--- config.mk ---
export PLATFORM = sky130hd
export DESIGN_NAME = systolic_array_loader
export DESIGN_NICKNAME = d
export VERILOG_FILES = /design/src/rtl/systolic_pkg.sv /design/src/rtl/systolic_array_loader.sv
export SDC_FILE = /design/constraint.sdc
export NUM_CORES = 1
export LEC_CHECK = 0
export ABC_AREA = 0
export BUFFER_PORTS_ARGS = -buffer_cell sky130_fd_sc_hd__buf_4
export CAP_MARGIN = 0
export CORE_ASPECT_RATIO = 1.25
export CORE_MARGIN = 2
export CORE_UTILIZATION = 40
export CTS_BUF_LIST = sky130_fd_sc_hd__clkbuf_16
export DETAILED_ROUTE_END_ITERATION = 12
export MAX_ROUTING_LAYER = met4
export PLACE_DENSITY = 0.73
export SLEW_MARGIN = 20
export SYNTH_ARGS = -nofsm -noshare
export SYNTH_HDL_FRONTEND = slang
export SYNTH_SLANG_ARGS = --single-unit
--- constraint.sdc ---
create_clock -name CLK -period 4.3 [get_ports CLK]
set_clock_uncertainty 0.15 [all_clocks]
set_input_delay 0 -clock CLK [delete_from_list [all_inputs] [get_ports CLK]]
set_output_delay 0 -clock CLK [all_outputs]
set_load 0.02 [all_outputs]
--- src/rtl/systolic_pkg.sv ---
// rtl/systolic_pkg.sv - shared types for the systolic array load sequencer
package systolic_pkg;

  typedef enum logic [1:0] {
    IDLE,
    FETCH,
    ISSUE,
    DONE
  } loader_state_t;

  typedef enum logic [1:0] {
    KIND_W,
    KIND_I,
    KIND_P
  } beat_kind_t;

  localparam int DEFAULT_ARRAY_DIM = 4;
  localparam int ROW_W = $clog2(DEFAULT_ARRAY_DIM);

endpackage

--- src/rtl/systolic_array_loader.sv ---
// rtl/systolic_array_loader.sv - fetches weight/input/partial rows from scratchpad and issues them to the array control unit
module systolic_array_loader
  import systolic_pkg::*;
#(
  parameter int ARRAY_DIM = 4,
  parameter int DATA_W    = 16,
  parameter int ADDR_W    = 16
) (
  input  logic                          CLK,
  input  logic                          RST,
  input  logic                          start,
  input  logic [ADDR_W-1:0]             w_base,
  input  logic [ADDR_W-1:0]             i_base,
  input  logic [ADDR_W-1:0]             p_base,
  output logic                          busy,
  output logic                          done,
  output logic                          mem_req,
  output logic [ADDR_W-1:0]             mem_addr,
  input  logic                          mem_ready,
  input  logic [ARRAY_DIM*DATA_W-1:0]   mem_rdata,
  input  logic                          fifo_has_space,
  output logic                          weight_en,
  output logic                          input_en,
  output logic                          partial_en,
  output logic [$clog2(ARRAY_DIM)-1:0]  row_in_en,
  output logic [$clog2(ARRAY_DIM)-1:0]  row_ps_en,
  output logic [ARRAY_DIM*DATA_W-1:0]   array_bus
);

  localparam int ROW_BITS = $clog2(ARRAY_DIM);
  localparam int BUS_W    = ARRAY_DIM * DATA_W;
  localparam logic [ROW_BITS-1:0] LAST_ROW = ROW_BITS'(ARRAY_DIM - 1);

  loader_state_t       state, state_n;
  beat_kind_t          kind, kind_n;
  logic [ROW_BITS-1:0] row, row_n;
  logic [ADDR_W-1:0]   w_base_q, i_base_q, p_base_q;
  logic [ADDR_W-1:0]   next_base;
  logic [BUS_W-1:0]    hold;
  logic                beat_fire;

  // Next-state sequencing over W0..W(N-1), I0,P0,...,I(N-1),P(N-1), plus decoded beat outputs
  always_comb begin
    state_n    = state;
    kind_n     = kind;
    row_n      = row;
    beat_fire  = 1'b0;
    next_base  = w_base_q;
    weight_en  = 1'b0;
    input_en   = 1'b0;
    partial_en = 1'b0;
    row_in_en  = '0;
    row_ps_en  = '0;
    array_bus  = '0;

    case (state)
      IDLE: begin
        if (start) begin
          state_n = FETCH;
          kind_n  = KIND_W;
          row_n   = '0;
        end
      end
      FETCH: begin
        if (mem_ready) state_n = ISSUE;
      end
      ISSUE: begin
        // Weight beats go out unconditionally; input/partial wait for FIFO space.
        beat_fire = (kind == KIND_W) || fifo_has_space;
        if (beat_fire) begin
          state_n = FETCH;
          case (kind)
            KIND_W: begin
              if (row == LAST_ROW) begin
                kind_n = KIND_I;
                row_n  = '0;
              end else begin
                row_n = row + ROW_BITS'(1);
              end
            end
            KIND_I: kind_n = KIND_P;
            default: begin
              if (row == LAST_ROW) begin
                state_n = DONE;
              end else begin
                kind_n = KIND_I;
                row_n  = row + ROW_BITS'(1);
              end
            end
          endcase
        end
        weight_en  = (kind == KIND_W);
        input_en   = (kind == KIND_I) && fifo_has_space;
        partial_en = (kind == KIND_P) && fifo_has_space;
        if (weight_en || input_en) row_in_en = row;
        if (partial_en)            row_ps_en = row;
        if (beat_fire)             array_bus = hold;
      end
      DONE: state_n = IDLE;
      default: state_n = IDLE;
    endcase

    // The bases are not latched yet on the start cycle, so the first fetch uses the port value.
    if (state == IDLE) begin
      next_base = w_base;
    end else begin
      case (kind_n)
        KIND_W:  next_base = w_base_q;
        KIND_I:  next_base = i_base_q;
        default: next_base = p_base_q;
      endcase
    end
  end

  assign busy = (state != IDLE);
  assign done = (state == DONE);

  // FSM state register
  always_ff @(posedge CLK or posedge RST) begin
    if (RST) begin
      state <= IDLE;
      kind  <= KIND_W;
      row   <= '0;
    end else begin
      state <= state_n;
      kind  <= kind_n;
      row   <= row_n;
    end
  end

  // Base latches, read-data hold register and registered scratchpad request
  always_ff @(posedge CLK or posedge RST) begin
    if (RST) begin
      w_base_q <= '0;
      i_base_q <= '0;
      p_base_q <= '0;
      hold     <= '0;
      mem_req  <= 1'b0;
      mem_addr <= '0;
    end else begin
      if (state == IDLE && start) begin
        w_base_q <= w_base;
        i_base_q <= i_base;
        p_base_q <= p_base;
      end
      if (state == FETCH && mem_ready) hold <= mem_rdata;
      mem_req <= (state_n == FETCH);
      if (state_n == FETCH && state != FETCH) mem_addr <= next_base + ADDR_W'(row_n);
    end
  end

endmodule
==> results of run 1 <==
-- worst min path at each step --
stage / start / to / slack, ns / depth (start not counted)
global route: RST / hold[8] / 0.20 / 3
finish: RST / hold[6] / 0.11 / 3
global placement: RST / hold[6] / 0.03 / 2
detailed placement: RST / hold[6] / 0.03 / 2
floorplan: mem_rdata[59] / hold[59] / 0.0006 / 1
CTS: RST / hold[6] / 0.15 / 3
-- placed cells by master (no fill, tap or decap), types with 8 or more instances in the layout --
| master | netlist | final |
|---|---|---|
| buf_4 | 1 | 214 |
| mux2i_1 | 13 | 13 |
| nor2_1 | 17 | 16 |
| and2_1 | 65 | 65 |
| nand3_1 | 8 | 8 |
| a21oi_1 | 12 | 12 |
| mux2_2 | 118 | 118 |
| nor3_1 | 10 | 10 |
| dfrtp_1 | 135 | 135 |
| nand2_1 | 30 | 30 |
| xnor2_1 | 8 | 8 |
| clkbuf_16 | 0 | 17 |
| o21ai_1 | 11 | 11 |
| dlygate4sd3_1 | 0 | 117 |
-- routing by layer --
metal / up-vias / wire length [um] / global-route usage, %
li1: 2570 / - / -
met1: 2580 / 7700 / 25.9
met2: 193 / 8900 / 36.2
met3: 15 / 1110 / 4.46
met4: 0 / 179 / 6.45
met5: - / 0 / -
-- layout make-up --
class / count / area [um^2] / share of cell area (%)
Sequential cell: 135 / 3380 / 33.5
Multi-Input combinational cell: 372 / 2990 / 29.7
Timing Repair Buffer: 332 / 2810 / 27.8
Clock inverter: 15 / 168 / 1.66
Inverter: 8 / 35.0 / 0.348
Antenna cell: 1 / 2.50 / 0.0248
Tap cell: 216 / 270 / 2.68
Clock buffer: 17 / 425 / 4.22
-- sequential cells by signal (all words and copies together) (netlist names) --
signal    count
hold         64
i_base_q     16
kind          2
mem_addr     16
mem_req       1
p_base_q     16
row           2
state         2
w_base_q     16
-- cell families after synthesis --
family | count (synthesis) | share of synthesized area (%)
flip-flops | 135 | 51.8
buffers and inverters | 41 | 2.49
AND/OR/NAND/NOR | 158 | 13.7
adder cells (fa/ha/maj) | 7 | 1.46
XOR/XNOR | 12 | 1.61
multiplexers | 131 | 22.4
AO/OA/AOI/OAI | 64 | 6.63
-- what timing repair did --
item / CTS / global route
setup endpoints to repair: 0 / 0
resized for setup: 0 / 0
hold endpoints to repair: 202 / 0
hold buffers: 117 / 0
-- metrics by stage --
step	utilization, %	area, um^2	total power [W]
after global routing	62.7	10100	0.00684
after detailed placement	51.5	8280	0.00489
final	62.7	10100	0.00643
after global placement	51.5	8280	0.00478
after floorplan	-	6530	0.00401
after CTS	62.5	10000	0.00645
-- report_power, final --
group | total, W | switching, W | internal [W] | leakage (nW)
clock network | 0.00145 | 0.000583 | 0.000866 | 0.285
registers | 0.00227 | 0.000351 | 0.00192 | 1.61
logic | 0.00272 | 0.00135 | 0.00136 | 2.70
-- worst min-delay path, delay by kind of cell --
| kind | cells | cell delay, ns |
|---|---|---|
| buffers and inverters | 3 | 1.17 |
==> flow_summary.yaml, run 1 <==
place:
  dp_hpwl_um: 11900
  io_buffers: 206
  routabilityCongestion: 0.871
  dpl.cell_count: 945
  pre_cts_ws_ns: 0.565
grt:
  grt_pass1_vias: 5698
  grt_pass1_wl_um: 29100
  grt_usage_pct: 21.4
  grt_max_degree: 83
  antenna_found_initial: 1
  overflow: 0
worst_setup_path:
  setup.worst_path.start: "row[0]"
  startpoint_type: "register"
  timing.rr.start: "row[0]"
  worstSetupEndpointType: "register"
  crit_family: "simple AND/OR/NAND/NOR gates"
  path_buf_inv: 0
  worstSetupPathType: "reg2reg"
  critPathSlowestCell: "nor4b_2"
  crit_fanout: 7
  reg2reg_depth: 15
  crit_end: "mem_addr[11]"
  crit_cells: 15
  r2r_end: "mem_addr[11]"
  critical-path-max-stage-delay_ns: 0.49
  critPathMostFrequentCell: "ha_1"
  path_cells: "ha_1, nand2b_1, a221o_1, nand2_2, mux2i_1, a211oi_1, a21o_1, ha_1, a21oi_1, nor3_1, a2bb2oi_1, nor4b_2, nand3_1, xor2_1, o21ai_1"
  required_ns: 4.49
  crit_arrival_ns: 3.98
  r2r_setup_slack_ns: 0.51
die:
  die_area_um2: 17400
  ios: 207
  coreArea_um2: 16100
  die_width_um: 118
  start_util_pct: 40.6
  die_h_um: 147
  rows: 52
timing:
  hold-worst-slack_ns: 0.110
  fin_tns_setup_ns: 0
  setup_viol_count_final: 0
  timing.final.ws_setup_ns: 0.506
  fin_crit_sh_pct: 88.2
  rsz0062_at_grt: "no"
  period_needed_ns: 3.79
  hold_viol: 0
  tightest_slew_ns: 0.839
  relSlewSlack_pct: 43.9
  timing.fmax_ghz: 0.264
  slew_viol_final: 0
route:
  vias: 5358
  vias_per_cell: 4.89
  drc: 0
  drt-pass1-iter-count: 4
  routedWlPerCell_um: 16.3
  ant_nets: 0
  drt-total-wl_um: 17900
  drt_iter0_drc: 365
cells_and_area:
  fillerInstances: 1182
  drive_gt1_share_pct: 43.0
  area_growth_pct: 54.4
  final_cell_count_no_fill: 1096
  fin_nets: 990
logic_synthesis:
  yosys_warnings: 0
  ys_dominant_reg_cell: "dfrtp_1"
  syn-num-nets: 672
  synth_cell_types: 52
  async_reset_ff_share_pct: 100
  yosysMostFrequentCell: "dfrtp_1"
  syn_area_um2: 6530
  avgSynthCellArea_um2: 11.9
  ys_ff_latch: 135
  yosysTopAreaCellShare_pct: 51.8
  synth_top_area_cell: "dfrtp_1"
  synthTopCellsByArea: "dfrtp_1, mux2_2, and2_1, mux2i_1, nand2_1"
  synth_edf_count: 0
  yosys-top-cells-count: "dfrtp_1, mux2_2, and2_1, nand2_1, clkbuf_1"
  ys_seq_area_share_pct: 51.8
  netlist_instances: 548
clock_network:
  ctsLongestPathBuffers: 2
  ctsHtreeMaxLevel: 4
  cts_tree: "built"
  clock_latency_ns: 0.42
  cts_made_buffers: 17
  cts.clk_slew.worst_paths_ns: 0.06
  cts.sinks: 135
  cts_setup_buffers: 0
  cts_root_buffer: "clkbuf_16"
power:
  vdd_ir_drop_max_mv: 0.299
  leakage_nw: 4.59
  power.density_nw_per_um2: 638
run:
  drv_cap: 0
hold_path:
  hold_class: "in2async"
outcome:
  status: "finished, final reports clean"
(Power assumes the default switching activity.)
==> run 2, diff against run 1 <==
Settings changed: ABC_AREA 0 to 1.
==> run 2 against run 1 <==
Sequential share of layout area is 1.4 points lower. Core utilization is 0.057 points higher. Flip-flop and latch count unchanged. Combinational power grew 24%. Area after synthesis up 4.5%. Die area grew 4.3%. Clock-buffer cell count stayed put. Synthesized cell count up 55%. Critical path depth shrank 1. Critical endpoint is now mem_addr[7]. Largest cell class unchanged. Largest power group unchanged.
==> flow_summary.yaml, run 2 <==
logic_synthesis:
  yosys_warnings: 0
  yosysMostFrequentCell: "nor2_1"
  synthSimpleGateAreaFrac_pct: 25.1
  avgSynthCellArea_um2: 8.02
  synthMuxAreaShare_pct: 4.79
  synth_edf_count: 0
  async_reset_ff_share_pct: 100
  synth_top_area_cell: "dfrtp_1"
  yosys-top-cells-count: "nor2_1, dfrtp_1, inv_1, nand2_1, a21oi_1"
  synth_top_family_by_area: "simple AND/OR/NAND/NOR gates"
  ys_ff_latch: 135
  synth_cell_types: 40
  netlist_instances: 850
  ys_dominant_reg_cell: "dfrtp_1"
  yosysTopAreaCellShare_pct: 49.5
  synth-adder-area-share_pct: 1.39
  synth_compound_area_share_pct: 8.39
  ys_seq_area_share_pct: 49.5
  syn-num-nets: 974
  synthTopCellsByArea: "dfrtp_1, nor2_1, inv_1, nand2_1, a21oi_1"
  synth-xor-area-share_pct: 0.385
  syn_area_um2: 6820
grt:
  grt_pass1_vias: 7092
  overflow: 0
  grt_pass1_wl_um: 34100
  grt_max_degree: 108
  antenna_found_initial: 0
  grt_usage_pct: 24.6
outcome:
  status: "finished, final reports clean"
clock_network:
  ctsHtreeMaxLevel: 4
  cts_root_buffer: "clkbuf_16"
  cts_tree: "built"
  cts_made_buffers: 17
  cts_setup_buffers: 0
  ctsLongestPathBuffers: 2
  clock_latency_ns: 0.43
  cts.sinks: 135
  cts.clk_slew.worst_paths_ns: 0.06
timing:
  fin_tns_setup_ns: 0
  relSlewSlack_pct: 34.3
  setup_viol_count_final: 0
  period_needed_ns: 3.48
  slew_viol_final: 0
  fin_crit_sh_pct: 81.0
  timing.fmax_ghz: 0.287
  rsz0062_at_grt: "no"
  hold_viol: 0
  tightest_slew_ns: 0.986
die:
  die_width_um: 121
  start_util_pct: 40.6
  coreArea_um2: 16800
  rows: 53
  die_area_um2: 18100
  ios: 207
  die_h_um: 150
cells_and_area:
  largest_reg_flops: 64
  fillerInstances: 1328
  mostFrequentLayoutCells: "buf_4, nor2_1, dlygate4sd3_1"
  antenna_cells: 0
  area_growth_pct: 54.4
  drive_gt1_share_pct: 26.3
  mostFrequentLayoutCell: "buf_4"
  largest-register: "hold"
  fin_nets: 1307
  finalInstanceArea_um2: 10500
worst_setup_path:
  startpoint_type: "register"
  timing.rr.start: "kind[1]"
  critPathMostFrequentCell: "nand2_1"
  critical-path-max-stage-delay_ns: 0.60
  reg2reg_depth: 14
  r2r_setup_slack_ns: 0.82
  crit_arrival_ns: 3.66
  worstSetupEndpointType: "register"
  setup.worst_path.start: "kind[1]"
  worstSetupPathType: "reg2reg"
  r2r_end: "mem_addr[7]"
  path_cells: "nor2_1, nand2_1, nand2_2, nand2_1, o22ai_1, o31ai_1, ha_1, a21oi_1, inv_1, nand2_1, nor3_4, or2_1, nand3_1, nand2_1"
  critPathSlowestCell: "dfrtp_1"
  crit_fanout: 29
  crit_end: "mem_addr[7]"
  required_ns: 4.47
run:
  drv_cap: 0
route:
  drt-total-wl_um: 21400
  drt-pass1-iter-count: 6
  drc: 0
  vias: 6957
  vias_per_cell: 4.91
  routedWlPerCell_um: 15.1
  ant_nets: 0
  drt_iter0_drc: 420
power:
  vdd_ir_drop_max_mv: 0.459
  power.density_nw_per_um2: 665
  combPwrFrac_pct: 48.3
  seqPwrFrac_pct: 30.8
  p_switching_w: 0.00295
  power.internal_w: 0.00406
  sw_frac_of_total_pct: 42.1
  p_clk_share_pct: 20.9
  leakage_nw: 5.57
place:
  placed_cell_area_um2: 8510
  dp_hpwl_um: 13300
  io_buffers: 206
  routabilityCongestion: 0.906
hold_path:
  hold_class: "in2async"
-- run 2: cell count changes after synthesis, sizes merged, moves of 51 or more --
| cell | before | now |
|---|---|---|
| and2 | 65 | 0 |
| nand3 | 8 | 59 |
| nor2 | 18 | 169 |
| nand2 | 31 | 135 |
| a21oi | 12 | 83 |
| mux2 | 118 | 29 |
| inv | 8 | 136 |
-- run 2: power by group through the flow --
| stage | logic (W) | registers, W | clock network [W] |
|---|---|---|---|
| after floorplan | 0.00213 | 0.00216 | 0 |
| after CTS | 0.00332 | 0.00214 | 0.00148 |
| after global routing | 0.00374 | 0.00221 | 0.00154 |
| final | 0.00338 | 0.00216 | 0.00146 |
| after detailed placement | 0.00308 | 0.00216 | 0 |
| after global placement | 0.00305 | 0.00214 | 0 |
-- run 2: layer usage --
layer  vias to the layer above  global-route usage, %  routed length (um)
met5                         -                      -                   0
met4                         0                   10.2                 674
met3                        48                   5.26                1300
met2                       284                   43.2               11200
met1                      3303                   26.9                8200
li1                       3322                      -                   -
-- run 2: cells by family after synthesis --
group / Yosys count
AND/OR/NAND/NOR: 389
buffers and inverters: 178
flip-flops: 135
AO/OA/AOI/OAI: 109
multiplexers: 29
adder cells (fa/ha/maj): 7
XOR/XNOR: 3
-- run 2: critical path: cells and delay by family (launching register included) --
kind | cells | cell delay (ns)
simple gates | 9 | 1.65
compound gates | 3 | 0.61
flops | 1 | 0.60
fa+ha+maj | 1 | 0.31
buf+inv | 1 | 0.07
-- run 2: through the flow --
step | utilization (%) | instances | worst slack [ns] | total power [W] | hold WS [ns]
floorplan | - | 850 | 0.539 | 0.00429 | 0.000577
global placement | 50.7 | 1241 | 0.957 | 0.00519 | 0.0837
detailed placement | 50.7 | 1241 | 0.847 | 0.00524 | 0.0864
CTS | 62.8 | 1416 | 0.813 | 0.00694 | 0.185
global route | 62.8 | 1416 | 0.510 | 0.00749 | 0.206
finish | 62.8 | 1416 | 0.816 | 0.00700 | 0.172
-- run 2: layout make-up --
cell class | instances | area, um^2 | share of cell area [%]
Clock buffer | 17 | 425 | 4.04
Clock inverter | 15 | 164 | 1.56
Inverter | 137 | 519 | 4.93
Multi-Input combinational cell | 537 | 2750 | 26.1
Sequential cell | 135 | 3380 | 32.1
Tap cell | 220 | 275 | 2.61
Timing Repair Buffer | 355 | 3020 | 28.7
-- run 2: what timing repair did --
item / in CTS / in global routing
resized for setup: 0 / 0
endpoints found under the hold margin: 235 / 0
hold buffers: 143 / 0
-- run 2: worst min path at each step --
stage	from	to	cells after the start
floorplan	w_base[10]	w_base_q[10]	1
global placement	i_base[15]	i_base_q[15]	2
detailed placement	p_base[15]	p_base_q[15]	2
CTS	i_base[15]	i_base_q[15]	3
global route	i_base[10]	i_base_q[10]	3
finish	RST	hold[17]	3
==> run 3, diff against run 2 <==
Settings changed: PLACE_DENSITY 0.73 to 0.75.
Clock period 4.3 ns to 3.2 ns, I/O delays scaled along.
==> run 3 against run 2 <==
Clock-buffer cell count unchanged. Global-route usage down 0.17 points. Non-clock buffer count shrank 19. Critical endpoint is now mem_addr[15]. Highest routed layer unchanged.
==> flow_summary.yaml, run 3 (synthesized netlist as in run 2, its figures left out) <==
outcome:
  status: "finished, final reports clean"
cells_and_area:
  mostFrequentLayoutCell: "buf_4"
  drive_gt1_share_pct: 27.6
  antenna_cells: 0
  fillerInstances: 1340
  mostFrequentLayoutCells: "buf_4, nor2_1, dfrtp_1"
  largest_reg_flops: 64
  largest-register: "hold"
  fin_nets: 1288
  utilization_pct: 62.0
  finalInstanceArea_um2: 10400
  area_growth_pct: 52.6
  final_cell_count_no_fill: 1397
worst_setup_path:
  path_cells: "inv_1, ha_1, nor2_1, a21oi_1, o221ai_1, o21ai_0, ha_1, a21oi_1, inv_1, nand2_1, nor3_4, nand2_1, nand2_1, nand2_1, nand2_1, nand2_1"
  worstSetupEndpointType: "register"
  critPathMostFrequentCell: "nand2_1"
  crit_family: "simple AND/OR/NAND/NOR gates"
  crit_fanout: 6
  timing.rr.start: "row[0]"
  worstSetupPathType: "reg2reg"
  critPathSlowestCell: "dfrtp_1"
  critical-path-max-stage-delay_ns: 0.44
  startpoint_type: "register"
  path_buf_inv: 2
  setup.worst_path.start: "row[0]"
  required_ns: 3.36
  crit_arrival_ns: 3.10
power:
  vdd_ir_drop_max_mv: 0.403
  seqPwrFrac_pct: 30.7
  p_switching_w: 0.00393
  combPwrFrac_pct: 47.0
  power.density_nw_per_um2: 906
  sw_frac_of_total_pct: 41.7
  p_clk_share_pct: 22.3
  power.internal_w: 0.00550
  leakage_nw: 5.50
clock_network:
  ctsHtreeMaxLevel: 4
  ctsLongestPathBuffers: 2
  cts_tree: "built"
  cts_root_buffer: "clkbuf_16"
  cts.sinks: 135
  clock_latency_ns: 0.43
  cts_made_buffers: 17
  cts.clk_slew.worst_paths_ns: 0.06
  cts_setup_buffers: 0
timing:
  hold_viol: 0
  tightest_slew_ns: 0.743
  timing.fmax_ghz: 0.341
  fin_tns_setup_ns: 0
  period_needed_ns: 2.94
  relSlewSlack_pct: 50.0
  setup_viol_count_final: 0
  rsz0062_at_grt: "no"
  fin_crit_sh_pct: 91.8
  slew_viol_final: 0
die:
  start_util_pct: 40.6
  die_area_um2: 18100
  coreArea_um2: 16800
  die_h_um: 150
  ios: 207
  die_width_um: 121
  rows: 53
route:
  vias: 6803
  routedWlPerCell_um: 15.2
  vias_per_cell: 4.87
  drc: 0
  ant_nets: 0
  drt-pass1-iter-count: 5
  drt-total-wl_um: 21200
  drt_iter0_drc: 364
place:
  routabilityCongestion: 0.910
  placed_cell_area_um2: 8590
  dpl.cell_count: 1248
  dp_hpwl_um: 13400
  io_buffers: 206
grt:
  antenna_found_initial: 0
  grt_usage_pct: 24.4
  grt_pass1_vias: 6834
  grt_pass1_wl_um: 33500
  grt_max_degree: 129
  overflow: 0
hold_path:
  hold_class: "in2async"
run:
  drv_cap: 0
==> run 3: worst paths after layout <==
| check | endpoint | slack, ns | cells after the start |
|---|---|---|---|
| worst max-delay path | mem_addr[15] | 0.26 | 16 |
| worst min-delay path | hold[61] | 0.01 | 3 |
| worst max register to register | mem_addr[15] | 0.26 | 16 |
| worst min register to register | mem_addr[11] | 0.33 | 2 |
| max in group asynchronous | hold[24] | 1.96 | 4 |
| min in group CLK | i_base_q[14] | 0.20 | 3 |
==> run 3: repair_timing <==
| action | in CTS | in global routing |
|---|---|---|
| hold buffers | 117 | 0 |
| endpoints found under the hold margin | 221 | 0 |
| setup endpoints to repair | 0 | 13 |
| resized for setup | 0 | 5 |
==> run 3: power groups by stage <==
stage	sequential (W)	clock [W]	combinational (W)
finish	0.00289	0.00210	0.00443
global route	0.00297	0.00221	0.00489
CTS	0.00287	0.00212	0.00434
detailed placement	0.00289	0	0.00419
global placement	0.00286	0	0.00413
floorplan	0.00290	0	0.00286
==> run 3: final cells by class <==
| type | instances | area, um^2 | share of cell area [%] |
|---|---|---|---|
| Clock buffer | 17 | 425 | 4.09 |
| Clock inverter | 15 | 201 | 1.94 |
| Inverter | 137 | 518 | 4.98 |
| Multi-Input combinational cell | 537 | 2770 | 26.6 |
| Sequential cell | 135 | 3380 | 32.5 |
| Tap cell | 220 | 275 | 2.65 |
| Timing Repair Buffer | 336 | 2840 | 27.3 |
==> run 3: through the flow <==
stage	power [W]	hold WS (ns)	setup WS [ns]
2_1_floorplan	0.00576	0.000577	0.316
3_3_place_gp	0.00698	-0.0960	0.215
3_5_place_dp	0.00708	-0.0891	0.105
4_1_cts	0.00932	0.0147	0.0941
5_1_grt	0.0101	0.0474	0.0239
6_report	0.00943	0.0109	0.264
==> run 3: worst min-delay path, delay by kind of cell <==
kind / cells / cell delay, ns
buffers and inverters: 3 / 1.01
==> run 3: metal layers <==
layer	share of wire, %	global-route usage [%]
met1	38	26.8
met2	52	42.2
met4	3.7	10.6
met3	6.3	5.79
met5	0	-
